[src/rtl/regfile_mp_pkg.sv]
// Shared definitions for the multi-port register file.
// Contents: scrub FSM state type and the active levels of reset,
// write-enable and read-enable strobes.
package regfile_mp_pkg;

  typedef enum logic {
    RF_INIT = 1'b0,
    RF_RUN  = 1'b1
  } rf_state_e;

  localparam logic RST_ENABLE   = 1'b1;
  localparam logic WRITE_ENABLE = 1'b1;
  localparam logic READ_ENABLE  = 1'b1;

endpackage

[src/rtl/regfile_mp_rd_port.sv]
// One combinational read port of regfile_mp.
// Ports:
//   en       read allowed (port enable, not in reset, scrub finished)
//   addr     read address
//   word     array contents at addr
//   wr_en    per write port: write will commit this cycle
//   wr_addr  write addresses, port w at [w*ADDR_W +: ADDR_W]
//   wr_data  write data, port w at [w*DATA_W +: DATA_W]
//   wr_be    byte enables, port w at [w*DATA_W/8 +: DATA_W/8]
//   data     read result
module regfile_mp_rd_port #(
  parameter int unsigned DATA_W   = 32,
  parameter int unsigned ADDR_W   = 5,
  parameter int unsigned NUM_WR   = 2,
  parameter int unsigned ZERO_REG = 1,
  parameter int unsigned BYPASS   = 1
) (
  input  logic                       en,
  input  logic [ADDR_W-1:0]          addr,
  input  logic [DATA_W-1:0]          word,
  input  logic [NUM_WR-1:0]          wr_en,
  input  logic [NUM_WR*ADDR_W-1:0]   wr_addr,
  input  logic [NUM_WR*DATA_W-1:0]   wr_data,
  input  logic [NUM_WR*DATA_W/8-1:0] wr_be,
  output logic [DATA_W-1:0]          data
);

  localparam int unsigned NB = DATA_W / 8;

  logic [DATA_W-1:0] merged;

  always_comb begin
    merged = word;
    // Ascending port order so the higher-index port overrides per byte,
    // matching how the array commits colliding writes.
    if (BYPASS != 0) begin
      for (int unsigned w = 0; w < NUM_WR; w++) begin
        if (wr_en[w] && (wr_addr[w*ADDR_W +: ADDR_W] == addr)) begin
          for (int unsigned b = 0; b < NB; b++) begin
            if (wr_be[w*NB + b]) begin
              merged[b*8 +: 8] = wr_data[(w*NB + b)*8 +: 8];
            end
          end
        end
      end
    end
    data = '0;
    if (en && !((ZERO_REG != 0) && (addr == '0))) begin
      data = merged;
    end
  end

endmodule

[src/rtl/regfile_mp.sv]
// Multi-port GPR file: NUM_RD combinational read ports, NUM_WR byte-enabled
// write ports (higher index wins per byte), optional write-to-read bypass,
// zero-scrub of the whole array after reset, registered collision flag.
// Ports:
//   clk, rst      clock; synchronous active-high reset
//   re/raddr      per read port enable and address
//   rdata         per read port data (combinational)
//   we/waddr      per write port enable and address
//   wdata/wbe     per write port data and byte enables
//   init_busy     high while the array is being scrubbed
//   wr_collision  one-cycle pulse after both write ports hit one writable address
module regfile_mp
  import regfile_mp_pkg::*;
#(
  parameter int unsigned DATA_W   = 32,
  parameter int unsigned ADDR_W   = 5,
  parameter int unsigned NUM_RD   = 2,
  parameter int unsigned NUM_WR   = 2,
  parameter int unsigned ZERO_REG = 1,
  parameter int unsigned BYPASS   = 1
) (
  input  logic                       clk,
  input  logic                       rst,
  input  logic [NUM_RD-1:0]          re,
  input  logic [NUM_RD*ADDR_W-1:0]   raddr,
  output logic [NUM_RD*DATA_W-1:0]   rdata,
  input  logic [NUM_WR-1:0]          we,
  input  logic [NUM_WR*ADDR_W-1:0]   waddr,
  input  logic [NUM_WR*DATA_W-1:0]   wdata,
  input  logic [NUM_WR*DATA_W/8-1:0] wbe,
  output logic                       init_busy,
  output logic                       wr_collision
);

  localparam int unsigned DEPTH = 2 ** ADDR_W;
  localparam int unsigned NB    = DATA_W / 8;

  logic [DATA_W-1:0] regs [DEPTH];
  rf_state_e         state, state_nxt;
  logic [ADDR_W-1:0] scrub_cnt;
  logic              run;
  logic [NUM_WR-1:0] wr_ok;
  logic              collision;

  assign run       = (state == RF_RUN) && (rst != RST_ENABLE);
  assign init_busy = (state == RF_INIT);

  always_comb begin
    wr_ok = '0;
    for (int unsigned w = 0; w < NUM_WR; w++) begin
      wr_ok[w] = run && (we[w] == WRITE_ENABLE) &&
                 !((ZERO_REG != 0) && (waddr[w*ADDR_W +: ADDR_W] == '0));
    end
  end

  always_ff @(posedge clk) begin
    if (rst == RST_ENABLE) begin
      state <= RF_INIT;
    end else begin
      state <= state_nxt;
    end
  end

  always_comb begin
    state_nxt = state;
    if ((state == RF_INIT) && (scrub_cnt == '1)) begin
      state_nxt = RF_RUN;
    end
  end

  always_ff @(posedge clk) begin
    if (rst == RST_ENABLE) begin
      scrub_cnt <= '0;
    end else if (state == RF_INIT) begin
      scrub_cnt <= scrub_cnt + 1'b1;
    end
  end

  // Later ports are assigned last, so their enabled bytes win on collisions.
  always_ff @(posedge clk) begin
    if ((rst != RST_ENABLE) && (state == RF_INIT)) begin
      regs[scrub_cnt] <= '0;
    end else begin
      for (int unsigned w = 0; w < NUM_WR; w++) begin
        if (wr_ok[w]) begin
          for (int unsigned b = 0; b < NB; b++) begin
            if (wbe[w*NB + b]) begin
              regs[waddr[w*ADDR_W +: ADDR_W]][b*8 +: 8] <= wdata[(w*NB + b)*8 +: 8];
            end
          end
        end
      end
    end
  end

  generate
    if (NUM_WR > 1) begin : g_coll
      assign collision = wr_ok[0] && wr_ok[1] &&
                         (waddr[0 +: ADDR_W] == waddr[ADDR_W +: ADDR_W]);
    end else begin : g_no_coll
      assign collision = 1'b0;
    end
  endgenerate

  always_ff @(posedge clk) begin
    if (rst == RST_ENABLE) begin
      wr_collision <= 1'b0;
    end else begin
      wr_collision <= collision;
    end
  end

  for (genvar g = 0; g < NUM_RD; g++) begin : g_rd
    regfile_mp_rd_port #(
      .DATA_W  (DATA_W),
      .ADDR_W  (ADDR_W),
      .NUM_WR  (NUM_WR),
      .ZERO_REG(ZERO_REG),
      .BYPASS  (BYPASS)
    ) u_rd (
      .en     (run && (re[g] == READ_ENABLE)),
      .addr   (raddr[g*ADDR_W +: ADDR_W]),
      .word   (regs[raddr[g*ADDR_W +: ADDR_W]]),
      .wr_en  (wr_ok),
      .wr_addr(waddr),
      .wr_data(wdata),
      .wr_be  (wbe),
      .data   (rdata[g*DATA_W +: DATA_W])
    );
  end

endmodule

[config.mk]
export PLATFORM = sky130hd
export DESIGN_NAME = regfile_mp
export DESIGN_NICKNAME = d
export VERILOG_FILES = /design/src/rtl/regfile_mp_pkg.sv /design/src/rtl/regfile_mp_rd_port.sv /design/src/rtl/regfile_mp.sv
export SDC_FILE = /design/constraint.sdc
export NUM_CORES = 2
export LEC_CHECK = 0
export ABC_CLOCK_PERIOD_IN_PS = 4880
export BUFFER_PORTS_ARGS = -buffer_cell sky130_fd_sc_hd__clkbuf_2
export CORE_UTILIZATION = 44
export DETAILED_ROUTE_END_ITERATION = 8
export MAX_ROUTING_LAYER = met4
export PLACE_DENSITY = 0.67
export SYNTH_ARGS = -nofsm -noshare
export SYNTH_HDL_FRONTEND = slang
export SYNTH_SLANG_ARGS = --single-unit
[constraint.sdc]
create_clock -name clk -period 4.88 [get_ports clk]
set_input_delay 0.976 -clock clk [delete_from_list [all_inputs] [get_ports clk]]
set_output_delay 0.976 -clock clk [all_outputs]
set_load 0.005 [all_outputs]
==> run_summary.xml <==
<?xml version="1.0" encoding="UTF-8"?>
<metrics>
  <group name="outcome">
    <metric name="run_status" unit="">finished, final reports clean</metric>
  </group>
  <group name="final_layout">
    <metric name="layoutNonFillerInstCount" unit="">7074</metric>
    <metric name="layout-area-overhead-vs-synth" unit="%">12.7</metric>
    <metric name="layout_commonest_cell" unit="">sky130_fd_sc_hd__nand2_1</metric>
    <metric name="post_route_cells_drive_above_1_share" unit="%">24.7</metric>
    <metric name="layout.nets" unit="">5273</metric>
    <metric name="post-route-cell-area" unit="µm²">68600</metric>
    <metric name="num-fill-cells" unit="">11800</metric>
    <metric name="final_core_util" unit="%">50.0</metric>
    <metric name="layout_common_cells" unit="">sky130_fd_sc_hd__nand2_1, sky130_fd_sc_hd__edfxtp_1, sky130_fd_sc_hd__o21ai_0</metric>
  </group>
  <group name="clocking">
    <metric name="tritoncts_num_sinks" unit="">1031</metric>
    <metric name="cts_setup_buffers" unit="">0</metric>
    <metric name="clock-root-buffer" unit="">sky130_fd_sc_hd__clkbuf_16</metric>
    <metric name="clock_tree_from_tritoncts" unit="">yes</metric>
    <metric name="ctsHtreeMaxLevel" unit="">3</metric>
    <metric name="clkLatencyLatePin" unit="ns">0.78</metric>
    <metric name="clock_tree.buffer_depth" unit="">3</metric>
    <metric name="clock_slew_at_the_register_clock_pins_of_the_worst_setup_and_hold_paths" unit="ns">0.06</metric>
    <metric name="cts_made_buffers" unit="">113</metric>
    <metric name="cts.repair.resized" unit="">0</metric>
    <metric name="cts_hold_repair.buffers" unit="">0</metric>
  </group>
  <group name="logic_synthesis">
    <metric name="ys.warnings.count" unit="">0</metric>
    <metric name="synth.mux.area_fraction" unit="%">23.7</metric>
    <metric name="yosys_most_used_dff" unit="">sky130_fd_sc_hd__edfxtp_1</metric>
    <metric name="post_synth_and_or_nand_nor_area_fraction" unit="%">8.89</metric>
    <metric name="yosys.area_share.adder" unit="%">0.0411</metric>
    <metric name="synth_top_area_share" unit="%">50.5</metric>
    <metric name="xor_and_xnor_fraction_of_the_mapped_netlist_area" unit="%">0.403</metric>
    <metric name="synth.ff_latch_count" unit="">1031</metric>
    <metric name="synth_cell_type_count" unit="">58</metric>
    <metric name="postSynthAreaPerCell" unit="µm²">11.9</metric>
    <metric name="synth.largest_area_cell" unit="">sky130_fd_sc_hd__edfxtp_1</metric>
    <metric name="syn_area" unit="µm²">60900</metric>
    <metric name="synth_enable_flop_cells" unit="">1024</metric>
    <metric name="seq_area_frac_synth" unit="%">50.7</metric>
    <metric name="asyncSetResetFlopFracSynth" unit="%">0</metric>
    <metric name="net_count_of_the_mapped_netlist" unit="">5231</metric>
    <metric name="mapped_cells" unit="">5131</metric>
    <metric name="combinational_family_with_the_most_area_after_synthesis" unit="">multiplexers</metric>
    <metric name="post_synth_main_area_contributors" unit="">sky130_fd_sc_hd__edfxtp_1, sky130_fd_sc_hd__mux4_2, sky130_fd_sc_hd__o21ai_0, sky130_fd_sc_hd__nand2_1, sky130_fd_sc_hd__clkbuf_1</metric>
    <metric name="synth_compound_gate_area_share" unit="%">12.1</metric>
  </group>
  <group name="sta">
    <metric name="layout_min_cycle_time" unit="ns">4.67</metric>
    <metric name="finClkSkew" unit="ns">0.0351</metric>
    <metric name="max_freq" unit="MHz">214</metric>
    <metric name="setup_viol" unit="">0</metric>
    <metric name="drv_slew" unit="">0</metric>
    <metric name="max_slew.worst_pin.slew" unit="ns">1.42</metric>
    <metric name="report.final.hold_viol_count" unit="">0</metric>
    <metric name="final_min_period_over_clock_period" unit="%">95.6</metric>
    <metric name="rsz0062_at_grt" unit="">no</metric>
    <metric name="slew-limit-headroom" unit="%">5.07</metric>
    <metric name="fin_setup_tns" unit="ns">0</metric>
  </group>
  <group name="power">
    <metric name="p_int" unit="µW">15400</metric>
    <metric name="pwr-share-comb" unit="%">8.5</metric>
    <metric name="net-switching-power" unit="µW">4930</metric>
    <metric name="sw_frac_of_total" unit="%">24.3</metric>
    <metric name="report.power.total" unit="µW">20300</metric>
    <metric name="power_density" unit="nW/µm²">296</metric>
    <metric name="seqPwrFrac" unit="%">47.7</metric>
    <metric name="vdd_drop_max" unit="V">0.000297</metric>
    <metric name="clock_power_share" unit="%">43.8</metric>
    <metric name="p_leak" unit="µW">0.0209</metric>
  </group>
  <group name="min_path">
    <metric name="holdCritPathClass" unit="">flip-flop to flip-flop</metric>
  </group>
  <group name="detailed_routing">
    <metric name="totalWireLength" unit="µm">217000</metric>
    <metric name="drt_first_iter_violations" unit="">7315</metric>
    <metric name="detail_route.drc_violations" unit="">0</metric>
    <metric name="antenna_left" unit="">0</metric>
    <metric name="post_drt_wl_per_cell" unit="µm">30.6</metric>
    <metric name="drt-vias-per-instance" unit="">6.63</metric>
    <metric name="detailedRoute.firstPassIterationCount" unit="">8</metric>
    <metric name="vias" unit="">46900</metric>
  </group>
  <group name="placed_design">
    <metric name="place_area" unit="µm²">64800</metric>
    <metric name="gp_routability_congestion" unit="">1.00</metric>
    <metric name="io_buffers" unit="">163</metric>
    <metric name="cell_count_after_placement" unit="">6852</metric>
    <metric name="dp.final_hpwl" unit="µm">148000</metric>
  </group>
  <group name="setup_path">
    <metric name="path_common_cell" unit="">sky130_fd_sc_hd__buf_4</metric>
    <metric name="crit_type" unit="">flip-flop to output port</metric>
    <metric name="critical_path.endpoint_type" unit="">output port</metric>
    <metric name="critical_path.n_buffers_inverters" unit="">4</metric>
    <metric name="timing.critical_path.slowest_stage_cell" unit="">sky130_fd_sc_hd__dfxtp_1</metric>
    <metric name="critPathTopFamily" unit="">compound AO/OA/AOI/OAI gates</metric>
    <metric name="setup.worst_path.start_class" unit="">flip-flop</metric>
    <metric name="critical_path_peak_fanout" unit="">13</metric>
    <metric name="path_cells" unit="">nor2b_1 -&gt; buf_4 -&gt; o311ai_2 -&gt; buf_4 -&gt; nor3_1 -&gt; buf_4 -&gt; o211ai_1 -&gt; o221ai_1 -&gt; clkbuf_2</metric>
    <metric name="worst_ep_required_time" unit="ns">3.90</metric>
    <metric name="max_stage_delay" unit="ns">0.65</metric>
    <metric name="cp_data_arrival_time" unit="ns">3.69</metric>
  </group>
  <group name="die">
    <metric name="die_height" unit="µm">374</metric>
    <metric name="total_die_area" unit="µm²">140000</metric>
    <metric name="rows" unit="">136</metric>
    <metric name="die_width" unit="µm">374</metric>
    <metric name="start_util" unit="%">44.3</metric>
    <metric name="floorplan.io_pins" unit="">164</metric>
    <metric name="coreArea" unit="µm²">137000</metric>
  </group>
  <group name="global_route">
    <metric name="maximum_number_of_pins_on_one_net_before_global_route_repair" unit="">78</metric>
    <metric name="globalRouteOverflowTotal" unit="">0</metric>
    <metric name="gr-usage-all-layers" unit="%">31.6</metric>
    <metric name="grt_antenna_before_repair" unit="">11</metric>
    <metric name="vias_in_the_first_global_route" unit="">44800</metric>
    <metric name="grt_first_pass_wirelength" unit="µm">312000</metric>
  </group>
  <group name="run">
    <metric name="max-cap-violations" unit="">0</metric>
  </group>
</metrics>
-- synth_stat cells (all sizes together), types with 10 or more instances --
library cell	n
nand2b	11
nand2	1168
mux2i	124
mux4	581
o21ai	996
o211ai	10
o22ai	147
buf	146
nor2	113
nor3	39
edfxtp	1024
inv	65
o21bai	33
o221ai	61
a21oi	57
xnor2	20
clkbuf	426
-- power groups by stage --
stage | logic [µW] | registers, µW | clock network (µW)
after floorplan | 1050 | 9860 | 0
after global placement | 1670 | 9870 | 0
after detailed placement | 1670 | 9870 | 0
after CTS | 1680 | 9680 | 8940
after global routing | 1760 | 9690 | 9250
final | 1720 | 9680 | 8900
-- registers in the layout (all words and copies together) (netlist names) --
register / flops
wr_collision: 1
state: 1
regs: 1024
scrub_cnt: 5
-- area by class of cell --
cell class	instances	area (µm²)	area share [%]
Timing Repair Buffer	499	3750	5.46
Antenna cell	14	35.0	0.0510
Clock buffer	135	2910	4.24
Tap cell	1794	2240	3.27
Clock inverter	73	843	1.23
Inverter	66	249	0.363
Multi-Input combinational cell	3462	27700	40.4
Sequential cell	1031	30900	45.0
-- layer usage --
layer	GRT usage [%]	up-vias	part of all wire [%]
met2	47.3	3462	46
met4	15.1	0	5.4
met5	-	-	0
met1	40.4	23100	36
li1	-	19700	-
met3	8.02	607	13
-- final timing paths --
kind | depth (start not counted) | from | slack, ns | to
max reg2reg | 6 | state | 1.13 | regs[25][14]
max | 9 | state | 0.21 | rdata[10]
min reg2reg | 2 | scrub_cnt[4] | 0.60 | scrub_cnt[4]
min | 2 | scrub_cnt[4] | 0.60 | scrub_cnt[4]
-- logic make-up after synthesis --
group,count (synthesis)
compound gates,1340
xor+xnor,28
fa+ha+maj,2
buf+inv,638
flops,1031
mux,709
simple gates,1383
-- worst reg2reg max path: cells and delay by family (launching register included) --
family          cells  cell delay (ns)
mux                 1             0.60
flops               1             0.65
simple gates        2             0.95
buf+inv             1             0.27
compound gates      2             0.92
-- per-stage QoR --
stage	worst slack, ns	hold slack [ns]
5_1_grt	0.152	0.624
4_1_cts	0.277	0.590
6_report	0.213	0.595
3_5_place_dp	0.335	0.582
3_3_place_gp	0.334	0.571
2_1_floorplan	0.705	0.548
(Power assumes the default switching activity.)
